File: src/rtl/rvv_backend_pkg.sv
// Shared types and helpers for the RVV backend decode stage.
package rvv_backend_pkg;

  typedef enum logic [0:0] {
    IDLE  = 1'b0,
    SPLIT = 1'b1
  } DE_CTRL_STATE_e;

  function automatic logic [31:0] sat_inc32(input logic [31:0] v);
    sat_inc32 = (v == 32'hFFFF_FFFF) ? v : (v + 32'd1);
  endfunction

endpackage

File: src/rtl/rvv_backend_decode_ctrl_chk.sv
// Protocol checker for the decode controller; assertions compile under ASSERT_ON.
module rvv_backend_decode_ctrl_chk #(
  parameter int NUM_DE_UOP = 4
)(
  input logic                  clk,
  input logic                  rst_n,
  input logic                  inst_valid_i,
  input logic                  flush_i,
  input logic [NUM_DE_UOP-1:0] valid_i,
  input logic [NUM_DE_UOP-1:0] last_i,
  input logic                  split_i,
  input logic                  k_nz_i,
  input logic                  pop_i,
  input logic                  ovf_i
);

  logic                  noncontig_s;
  logic [NUM_DE_UOP-1:0] vlast_s;
  logic                  multi_last_s;
  logic                  unused_ok;

  // A prefix mask plus one has no bits in common with the mask itself.
  assign noncontig_s  = |(valid_i & (valid_i + NUM_DE_UOP'(1)));
  assign vlast_s      = valid_i & last_i;
  assign multi_last_s = |(vlast_s & (vlast_s - NUM_DE_UOP'(1)));
  assign unused_ok    = &{1'b0, clk, rst_n, inst_valid_i, flush_i, split_i,
                          k_nz_i, pop_i, ovf_i, noncontig_s, multi_last_s};

`ifdef ASSERT_ON
  a_contig: assert property (@(posedge clk) disable iff (!rst_n)
    !(inst_valid_i && noncontig_s))
    else $error("uop_valid_de2uq not prefix-contiguous");

  a_head_hold: assert property (@(posedge clk) disable iff (!rst_n)
    !(split_i && !inst_valid_i && !flush_i))
    else $error("inst_valid_cq2de dropped during SPLIT");

  a_remain_ovf: assert property (@(posedge clk) disable iff (!rst_n)
    !(inst_valid_i && !flush_i && k_nz_i && !pop_i && ovf_i))
    else $error("uop_index_remain overflow");

  a_one_last: assert property (@(posedge clk) disable iff (!rst_n)
    !(inst_valid_i && multi_last_s))
    else $error("multiple uop_last_de2uq bits in valid prefix");
`endif

endmodule

File: src/rtl/rvv_backend_decode_ctrl_cnt.sv
// Grant logic: k = min(valid count, UQ free space) and the prefix push mask,
// truncated after the slot that carries the instruction's last uop.
module rvv_backend_decode_ctrl_cnt #(
  parameter int NUM_DE_UOP   = 4,
  parameter int UQ_CNT_WIDTH = 4,
  parameter int K_WIDTH      = $clog2(NUM_DE_UOP + 1)
)(
  input  logic                    en_i,
  input  logic [NUM_DE_UOP-1:0]   valid_i,
  input  logic [NUM_DE_UOP-1:0]   last_i,
  input  logic [UQ_CNT_WIDTH-1:0] free_i,
  output logic [K_WIDTH-1:0]      k_o,
  output logic [NUM_DE_UOP-1:0]   push_o,
  output logic                    pop_o
);

  localparam int CMP_WIDTH = (K_WIDTH > UQ_CNT_WIDTH) ? K_WIDTH : UQ_CNT_WIDTH;

  logic [K_WIDTH-1:0] n_valid_s;
  logic               seen_last_s;

  // Population count of the decoded uop valids.
  always_comb begin
    n_valid_s = '0;
    for (int i = 0; i < NUM_DE_UOP; i++) begin
      n_valid_s = n_valid_s + K_WIDTH'(valid_i[i]);
    end
  end

  // Number of uops the UQ can take this cycle.
  always_comb begin
    k_o = '0;
    if (!en_i) begin
      k_o = '0;
    end else if (CMP_WIDTH'(n_valid_s) <= CMP_WIDTH'(free_i)) begin
      k_o = n_valid_s;
    end else begin
      k_o = K_WIDTH'(free_i);
    end
  end

  // Push mask stops right after the last uop, which also triggers the CQ pop.
  always_comb begin
    push_o      = '0;
    seen_last_s = 1'b0;
    for (int i = 0; i < NUM_DE_UOP; i++) begin
      push_o[i]   = (K_WIDTH'(i) < k_o) && !seen_last_s;
      seen_last_s = seen_last_s | (push_o[i] & last_i[i]);
    end
    pop_o = seen_last_s;
  end

endmodule

File: src/rtl/rvv_backend_decode_ctrl.sv
// Decode-stage sequencer between CQ and UQ. Optional DE_STALL_CNT_EN adds a
// saturating UQ-full stall counter; ASSERT_ON enables the protocol checker.
module rvv_backend_decode_ctrl
  import rvv_backend_pkg::*;
#(
  parameter int NUM_DE_UOP      = 4,
  parameter int UOP_INDEX_WIDTH = 3,
  parameter int UQ_CNT_WIDTH    = 4
)(
  input  logic                       clk,
  input  logic                       rst_n,
  input  logic                       inst_valid_cq2de,
  input  logic                       trap_flush_rvv,
  input  logic [NUM_DE_UOP-1:0]      uop_valid_de2uq,
  input  logic [NUM_DE_UOP-1:0]      uop_last_de2uq,
  input  logic [UQ_CNT_WIDTH-1:0]    uq_free_cnt,
  output logic [UOP_INDEX_WIDTH-1:0] uop_index_remain,
  output logic [NUM_DE_UOP-1:0]      push_de2uq,
  output logic                       pop_de2cq
`ifdef DE_STALL_CNT_EN
  ,
  output logic [31:0]                de_stall_cnt
`endif
);

  localparam int K_WIDTH = $clog2(NUM_DE_UOP + 1);

  DE_CTRL_STATE_e             state_q, state_d;
  logic [UOP_INDEX_WIDTH-1:0] remain_q, remain_d;
  logic [UOP_INDEX_WIDTH:0]   remain_sum_s;
  logic [K_WIDTH-1:0]         k_s;
  logic [NUM_DE_UOP-1:0]      push_s;
  logic                       pop_s;
  logic                       en_s;

  assign en_s = inst_valid_cq2de & ~trap_flush_rvv;

  rvv_backend_decode_ctrl_cnt #(
    .NUM_DE_UOP   (NUM_DE_UOP),
    .UQ_CNT_WIDTH (UQ_CNT_WIDTH),
    .K_WIDTH      (K_WIDTH)
  ) u_cnt (
    .en_i    (en_s),
    .valid_i (uop_valid_de2uq),
    .last_i  (uop_last_de2uq),
    .free_i  (uq_free_cnt),
    .k_o     (k_s),
    .push_o  (push_s),
    .pop_o   (pop_s)
  );

  assign push_de2uq       = push_s;
  assign pop_de2cq        = pop_s;
  assign uop_index_remain = remain_q;
  // Carry bit is kept only for the overflow check; silicon wraps.
  assign remain_sum_s     = {1'b0, remain_q} + (UOP_INDEX_WIDTH + 1)'(k_s);

  // Next-state and remain-index update; flush overrides everything.
  always_comb begin
    state_d  = state_q;
    remain_d = remain_q;
    if (trap_flush_rvv) begin
      state_d  = IDLE;
      remain_d = '0;
    end else begin
      case (state_q)
        IDLE: begin
          if (pop_s) begin
            state_d = IDLE;
          end else if (k_s != '0) begin
            state_d = SPLIT;
          end else begin
            state_d = IDLE;
          end
        end
        SPLIT: begin
          if (pop_s) begin
            state_d = IDLE;
          end else begin
            state_d = SPLIT;
          end
        end
        default: state_d = IDLE;
      endcase
      if (pop_s) begin
        remain_d = '0;
      end else if (k_s != '0) begin
        remain_d = remain_sum_s[UOP_INDEX_WIDTH-1:0];
      end else begin
        remain_d = remain_q;
      end
    end
  end

  // State and remain-index registers.
  always_ff @(posedge clk or negedge rst_n) begin
    if (!rst_n) begin
      state_q  <= IDLE;
      remain_q <= '0;
    end else begin
      state_q  <= state_d;
      remain_q <= remain_d;
    end
  end

`ifdef DE_STALL_CNT_EN
  logic [31:0] stall_q, stall_d;
  logic        stall_evt_s;

  assign stall_evt_s  = inst_valid_cq2de & (|uop_valid_de2uq) & (k_s == '0);
  assign de_stall_cnt = stall_q;

  // Saturating stall count; only reset clears it.
  always_comb begin
    stall_d = stall_q;
    if (stall_evt_s) begin
      stall_d = sat_inc32(stall_q);
    end else begin
      stall_d = stall_q;
    end
  end

  // Stall counter register.
  always_ff @(posedge clk or negedge rst_n) begin
    if (!rst_n) begin
      stall_q <= 32'd0;
    end else begin
      stall_q <= stall_d;
    end
  end
`endif

  rvv_backend_decode_ctrl_chk #(
    .NUM_DE_UOP (NUM_DE_UOP)
  ) u_chk (
    .clk          (clk),
    .rst_n        (rst_n),
    .inst_valid_i (inst_valid_cq2de),
    .flush_i      (trap_flush_rvv),
    .valid_i      (uop_valid_de2uq),
    .last_i       (uop_last_de2uq),
    .split_i      (state_q == SPLIT),
    .k_nz_i       (k_s != '0),
    .pop_i        (pop_s),
    .ovf_i        (remain_sum_s[UOP_INDEX_WIDTH])
  );

endmodule

File: config.mk
export PLATFORM = sky130hd
export DESIGN_NAME = rvv_backend_decode_ctrl
export DESIGN_NICKNAME = d
export VERILOG_FILES = /design/src/rtl/rvv_backend_pkg.sv /design/src/rtl/rvv_backend_decode_ctrl_chk.sv /design/src/rtl/rvv_backend_decode_ctrl_cnt.sv /design/src/rtl/rvv_backend_decode_ctrl.sv
export SDC_FILE = /design/constraint.sdc
export NUM_CORES = 1
export LEC_CHECK = 0
export ABC_AREA = 1
export CAP_MARGIN = 30
export CORE_UTILIZATION = 35
export CTS_CLUSTER_DIAMETER = 40
export DETAILED_ROUTE_END_ITERATION = 10
export PLACE_DENSITY = 0.72
export REMOVE_ABC_BUFFERS = 1
export SYNTH_ARGS = -nofsm -noshare
export SYNTH_HDL_FRONTEND = slang
export SYNTH_SLANG_ARGS = --single-unit
File: constraint.sdc
create_clock -name clk -period 3.2 [get_ports clk]
set_input_delay 0.32 -clock clk [delete_from_list [all_inputs] [get_ports clk]]
set_output_delay 0.32 -clock clk [all_outputs]
set_load 0.02 [all_outputs]
# Word level (Yosys, flattened, before mapping)

Index checks and enable logic that the tools add are counted.

Flip-flop bits (word level): 3
Input bits: 16
Logic and storage cells: 32

Add/subtract/negate cells: 4
Order comparisons: 5
Multiplexer cells: 5
Bitwise logic cells: 9
Reductions and logical operators: 8

Operators with widths:

| cell               | number |
|---|---|
| $mux 3             | 5 |
| $add 3x1->3        | 2 |
| $lt 1x3->1 const A | 2 |
| $lt 2x3->1 const A | 2 |
| $reduce_bool 3->1  | 2 |
| $and 1x1->1        | 5 |
| $le 3x4->1         | 1 |
| $add 3x3->3        | 1 |
| $logic_and 1x1->1  | 3 |
| $logic_not 1->1    | 3 |
| $or 1x1->1         | 3 |
| $add 1x1->2        | 1 |
| $not 1->1          | 1 |

# Longest topological paths before layout

Depth in word-level cells: 22
Mapped depth: 20
Mapped depth without buffers: 20

# Cells and area by module

From an unflattened synthesis, not the netlist that was laid out.

Cells, all modules: 93
Area total of the unflattened synthesis: 603.1 µm²

By module, submodules not included:

| module                      | times used | cells an instance | area each (µm²) |
|---|---|---|---|
| rvv_backend_decode_ctrl_cnt | 1          | 57                | 365.4 |
| rvv_backend_decode_ctrl     | 1          | 36                | 237.7 |

# Worst setup path before layout

OpenSTA, ideal clock, no wires.

Path kind: input port to flip-flop
Start: in uop_valid_de2uq[0]
End: reg remain_q[2], in the netlist uop_index_remain[2]
Setup time: 120 ps
Data arrival time: 3,056 ps
Data required time: 3,080 ps
Path slack: 24 ps
Stages: 19
Path through: ha_1 > inv_1 > fa_1 > inv_1 > ha_1 > ha_1 > nand2_1 > nand2_1 > nand2_2 > nand2_4 > a21boi_2 > nor2_2 > ha_1 > fa_1 > xor2_1 > xor2_1 > inv_1 > a21oi_1 > nor2_2

Word-level cells in the longest chain between the ends: 22
Elaborated cells between the ends (all ways): 29

Ends and longest elaborated chain:

| element                    | RTL line                          | RTL |
|---|---|---|
| from (decl)                | rvv_backend_decode_ctrl.sv:14     | `input logic [NUM_DE_UOP-1:0] uop_valid_de2uq,` |
| $add 1x1->2 *              | rvv_backend_decode_ctrl_cnt.sv:26 | `n_valid_s = n_valid_s + K_WIDTH'(valid_i[i]);` |
| $add 3x1->3 * (2 in a row) | rvv_backend_decode_ctrl_cnt.sv:26 |  |
| $le 3x4->1                 | rvv_backend_decode_ctrl_cnt.sv:35 | `end else if (CMP_WIDTH'(n_valid_s) <= CMP_WIDTH'(free_i)) begin` |
| $mux 3 *                   | rvv_backend_decode_ctrl_cnt.sv:35 |  |
| $mux 3 *                   | rvv_backend_decode_ctrl_cnt.sv:33 | `if (!en_i) begin` |
| $lt 1x3->1                 | rvv_backend_decode_ctrl_cnt.sv:47 | `push_o[i] = (K_WIDTH'(i) < k_o) && !seen_last_s;` |
| $and 1x1->1                | rvv_backend_decode_ctrl_cnt.sv:48 | `seen_last_s = seen_last_s \| (push_o[i] & last_i[i]);` |
| $logic_not 1->1            | rvv_backend_decode_ctrl_cnt.sv:47 |  |
| (+5 left out)              | -                                 |  |
| $and 1x1->1                | rvv_backend_decode_ctrl_cnt.sv:48 |  |
| $or 1x1->1                 | rvv_backend_decode_ctrl_cnt.sv:48 |  |
| $logic_not 1->1            | rvv_backend_decode_ctrl_cnt.sv:47 |  |
| $logic_and 1x1->1          | rvv_backend_decode_ctrl_cnt.sv:47 |  |
| $and 1x1->1                | rvv_backend_decode_ctrl_cnt.sv:48 |  |
| $or 1x1->1                 | rvv_backend_decode_ctrl_cnt.sv:48 |  |
| $mux 3                     | rvv_backend_decode_ctrl.sv:85     | `if (pop_s) begin` |
| $mux 3                     | rvv_backend_decode_ctrl.sv:62     | `if (trap_flush_rvv) begin` |
| to (signal assigned)       | rvv_backend_decode_ctrl.sv:102    | `remain_q <= remain_d;` |
| to (decl)                  | rvv_backend_decode_ctrl.sv:29     | `logic [UOP_INDEX_WIDTH-1:0] remain_q, remain_d;` |

Mark *: on every way between the ends. The rest lies on a longest branch, timed or not. The select of a mux whose other input is x is not followed.
A chain may end at the register's enable or synchronous reset.

# Worst setup path after layout

Start: in uop_valid_de2uq[1]
End: reg remain_q[2], in the netlist uop_index_remain[2]

Same word-level chain as after synthesis.

==> out/summary.txt <==
Drt initial violations: 4
Post-synthesis mux area share: 0
Max-slew violations: 0
Sequential fraction of the synthesis area: 0.1261
Initial core utilization: 0.3864
Placed Area: 928.4 um^2
Vias in the first global route: 620
Syn Area/Cell: 7.176 um^2
Min Hold Slack: 0.2700 ns
Post-Synth Adder-Cell Area: 0.1933
Critical path class: input port to flop
Filler instances: 116
DPL Wire Length: 1099 um
Final net count: 146
Drt pass-1 iters: 2
Initial antenna violation count: 0
Num CTS Buffers: 3
Setup crit start: uop_valid_de2uq[1]
Synth Area in Simple Gates: 0.4496
IO Port Bufs: 23
YS warnings: 0
Area grow syn2layout: 76.26%
Max reg flops: 3
Skew final: 0.004252 ns
Endpoints failing setup: 0
Largest family of logic cells by synthesized area: simple AND/OR/NAND/NOR gates
Placer Congestion: 0.7147
Achievable Freq: 325.5 MHz
Via density: 4.482
Worst setup SP type: input port
Final instance area: 1050 um^2
Slowest Stage Delay on Critical Path: 0.33 ns
Overflow after GRT: 0
R2R Setup Slk: 1.58 ns
Number of core rows: 14
Hold buffers post-CTS: 0
Pleak: 0.5455 nW
Hold Fails Final Rpt: 0
GRT Overall Usage: 0.1645
Pin count of the biggest net entering global routing: 6
CTS tree: yes
Die H: 43.25 um
Routed Antenna Nets: 0
Crit path DAT: 3.19 ns
Critical Path Fanout Max: 5
DIE WIDTH: 43.25 um
CTS root buf: clkbuf_4
Max Buffers Root-to-Sink: 2
HP Class: input port to asynchronous set/reset pin
Ant. Diodes: 0
Status: completed
Rel. slew slack: 0.8547
Overall die area: 1871 um^2
CP most frequent cell: inv_2
Mapped Cells: 83
TNS Setup: 0 ns
Buffers and inverters on the worst path: 7
Max_cap viols: 0
Via count: 614
Clock H-tree levels: 1
Worst vdd ir: 0.2209 mV
Fraction of layout cells with a size suffix above 1: 0.5207
Library cells used by synthesis: 21
Worst R2R Path Depth: 7
R2R Path End: uop_index_remain[2]
Slew @ Worst Pin: 0.2172 ns
Routed WL: 1456 um
CP max stage cell: fa_2
Largest delay share family, worst path: adder cells
Avg WL per Cell: 10.63 um
Power Total: 0.3080 mW
CTS sink count: 3
Element type at the critical path end: flop
CP required: 3.32 ns
Tmin final: 3.072 ns
Synthesized cell area: 595.6 um^2
PwrDens: 293.4 nW/um^2
Core area: 1541 um^2
# IOs: 24
Worst-path clk slew: 0.04 ns
Worst-Skew Late Latency: 0.23 ns
Drt drc: 0
XOR/XNOR Fraction of Synth Area: 0.02941
First-pass GRT wire length: 2387 um
Reg2reg start: uop_index_remain[0]
Critical-path cell list: buf_2 -> ha_1 -> inv_2 -> fa_2 -> inv_2 -> ha_4 -> ha_4 -> nand3_1 -> nand2_1 -> inv_2 -> nand3_2 -> nand3_4 -> buf_4 -> inv_1 -> fa_2 -> xor2_1 -> xor2_1 -> inv_1 -> a21oi_2 -> nor2_2
Final Cycle Share: 0.9601
Post-synthesis compound-gate area fraction: 0.03992
#FFs+latches synth: 3
[where the power goes]
| group | internal [mW] | switching, mW | total, mW |
|---|---|---|---|
| Combinational | 0.0915 | 0.109 | 0.201 |
| Clock | 0.0467 | 0.0192 | 0.0659 |
| Sequential | 0.0396 | 0.00169 | 0.0413 |
[routing by layer]
layer	GRT usage	routed length, um	vias up
met5	0	0	-
met4	0.03636	0	0
met3	0.01277	26	0
met2	0.2776	729	12
met1	0.2266	701	276
li1	-	-	326
[timing repair]
action                                 CTS  global route
setup endpoints to repair                7             6
pin swaps                               16             9
resized for setup                       42            13
setup buffers                            0             0
endpoints found under the hold margin    0             0
[metrics by stage]
step	setup slack, ns	utilization	std cells
after floorplan	0.02441	-	83
after global placement	-0.6129	0.6023	133
after detailed placement	-0.6857	0.6023	133
after CTS	0.0005602	0.6477	137
after global routing	-0.007473	0.6810	137
final	0.1277	0.6810	137
[cells in the final DEF (no fill, tap or decap), drive strengths merged]
master | Yosys | routed
ha | 6 | 6
nand3 | 9 | 9
clkbuf | 0 | 4
clkdlybuf4s15 | 0 | 1
dlygate4sd2 | 0 | 1
fa | 2 | 2
dlymetal6s2s | 0 | 1
nand4 | 2 | 2
a21boi | 2 | 2
nand2 | 24 | 24
a21oi | 1 | 1
xor2 | 2 | 2
buf | 0 | 17
dfrtp | 3 | 3
inv | 25 | 25
clkdlybuf4s50 | 0 | 14
nor2 | 7 | 7
[cell families after synthesis]
family,Yosys count
and+or+nand+nor,42
adders and majority gates,8
xor gates and xnor gates,2
buffers and inverters,25
DFF,3
AOI/OAI and AO/OA,3
[cell usage after synthesis, drive strengths merged]
cell	instances	area, um^2
nand4	2	27.53
inv	25	96.35
xor2	2	17.52
a21oi	1	5.000
fa	2	40.04
nand2	24	136.4
nor2	7	36.28
ha	6	75.07
nand3	9	67.57
dfrtp	3	75.07
a21boi	2	18.77
[worst max-delay path by stage]
stage,end,slack (ns),depth (start not counted)
global route,push_de2uq[0],-0.007,19
finish,uop_index_remain[2],0.13,20
global placement,push_de2uq[2],-0.61,18
CTS,uop_index_remain[2],0.0006,19
detailed placement,push_de2uq[2],-0.69,18
floorplan,uop_index_remain[2],0.02,19
[final cells by class]
type | count | area (um^2) | area share
Clock buffer | 4 | 26.28 | 0.02503
Inverter | 25 | 96.34 | 0.09178
Sequential cell | 3 | 75.07 | 0.07151
Tap cell | 16 | 20.02 | 0.01907
Timing Repair Buffer | 34 | 287.8 | 0.2741
Multi-Input combinational cell | 55 | 544.3 | 0.5185
No activity file was read; power rests on OpenSTA's default activity.
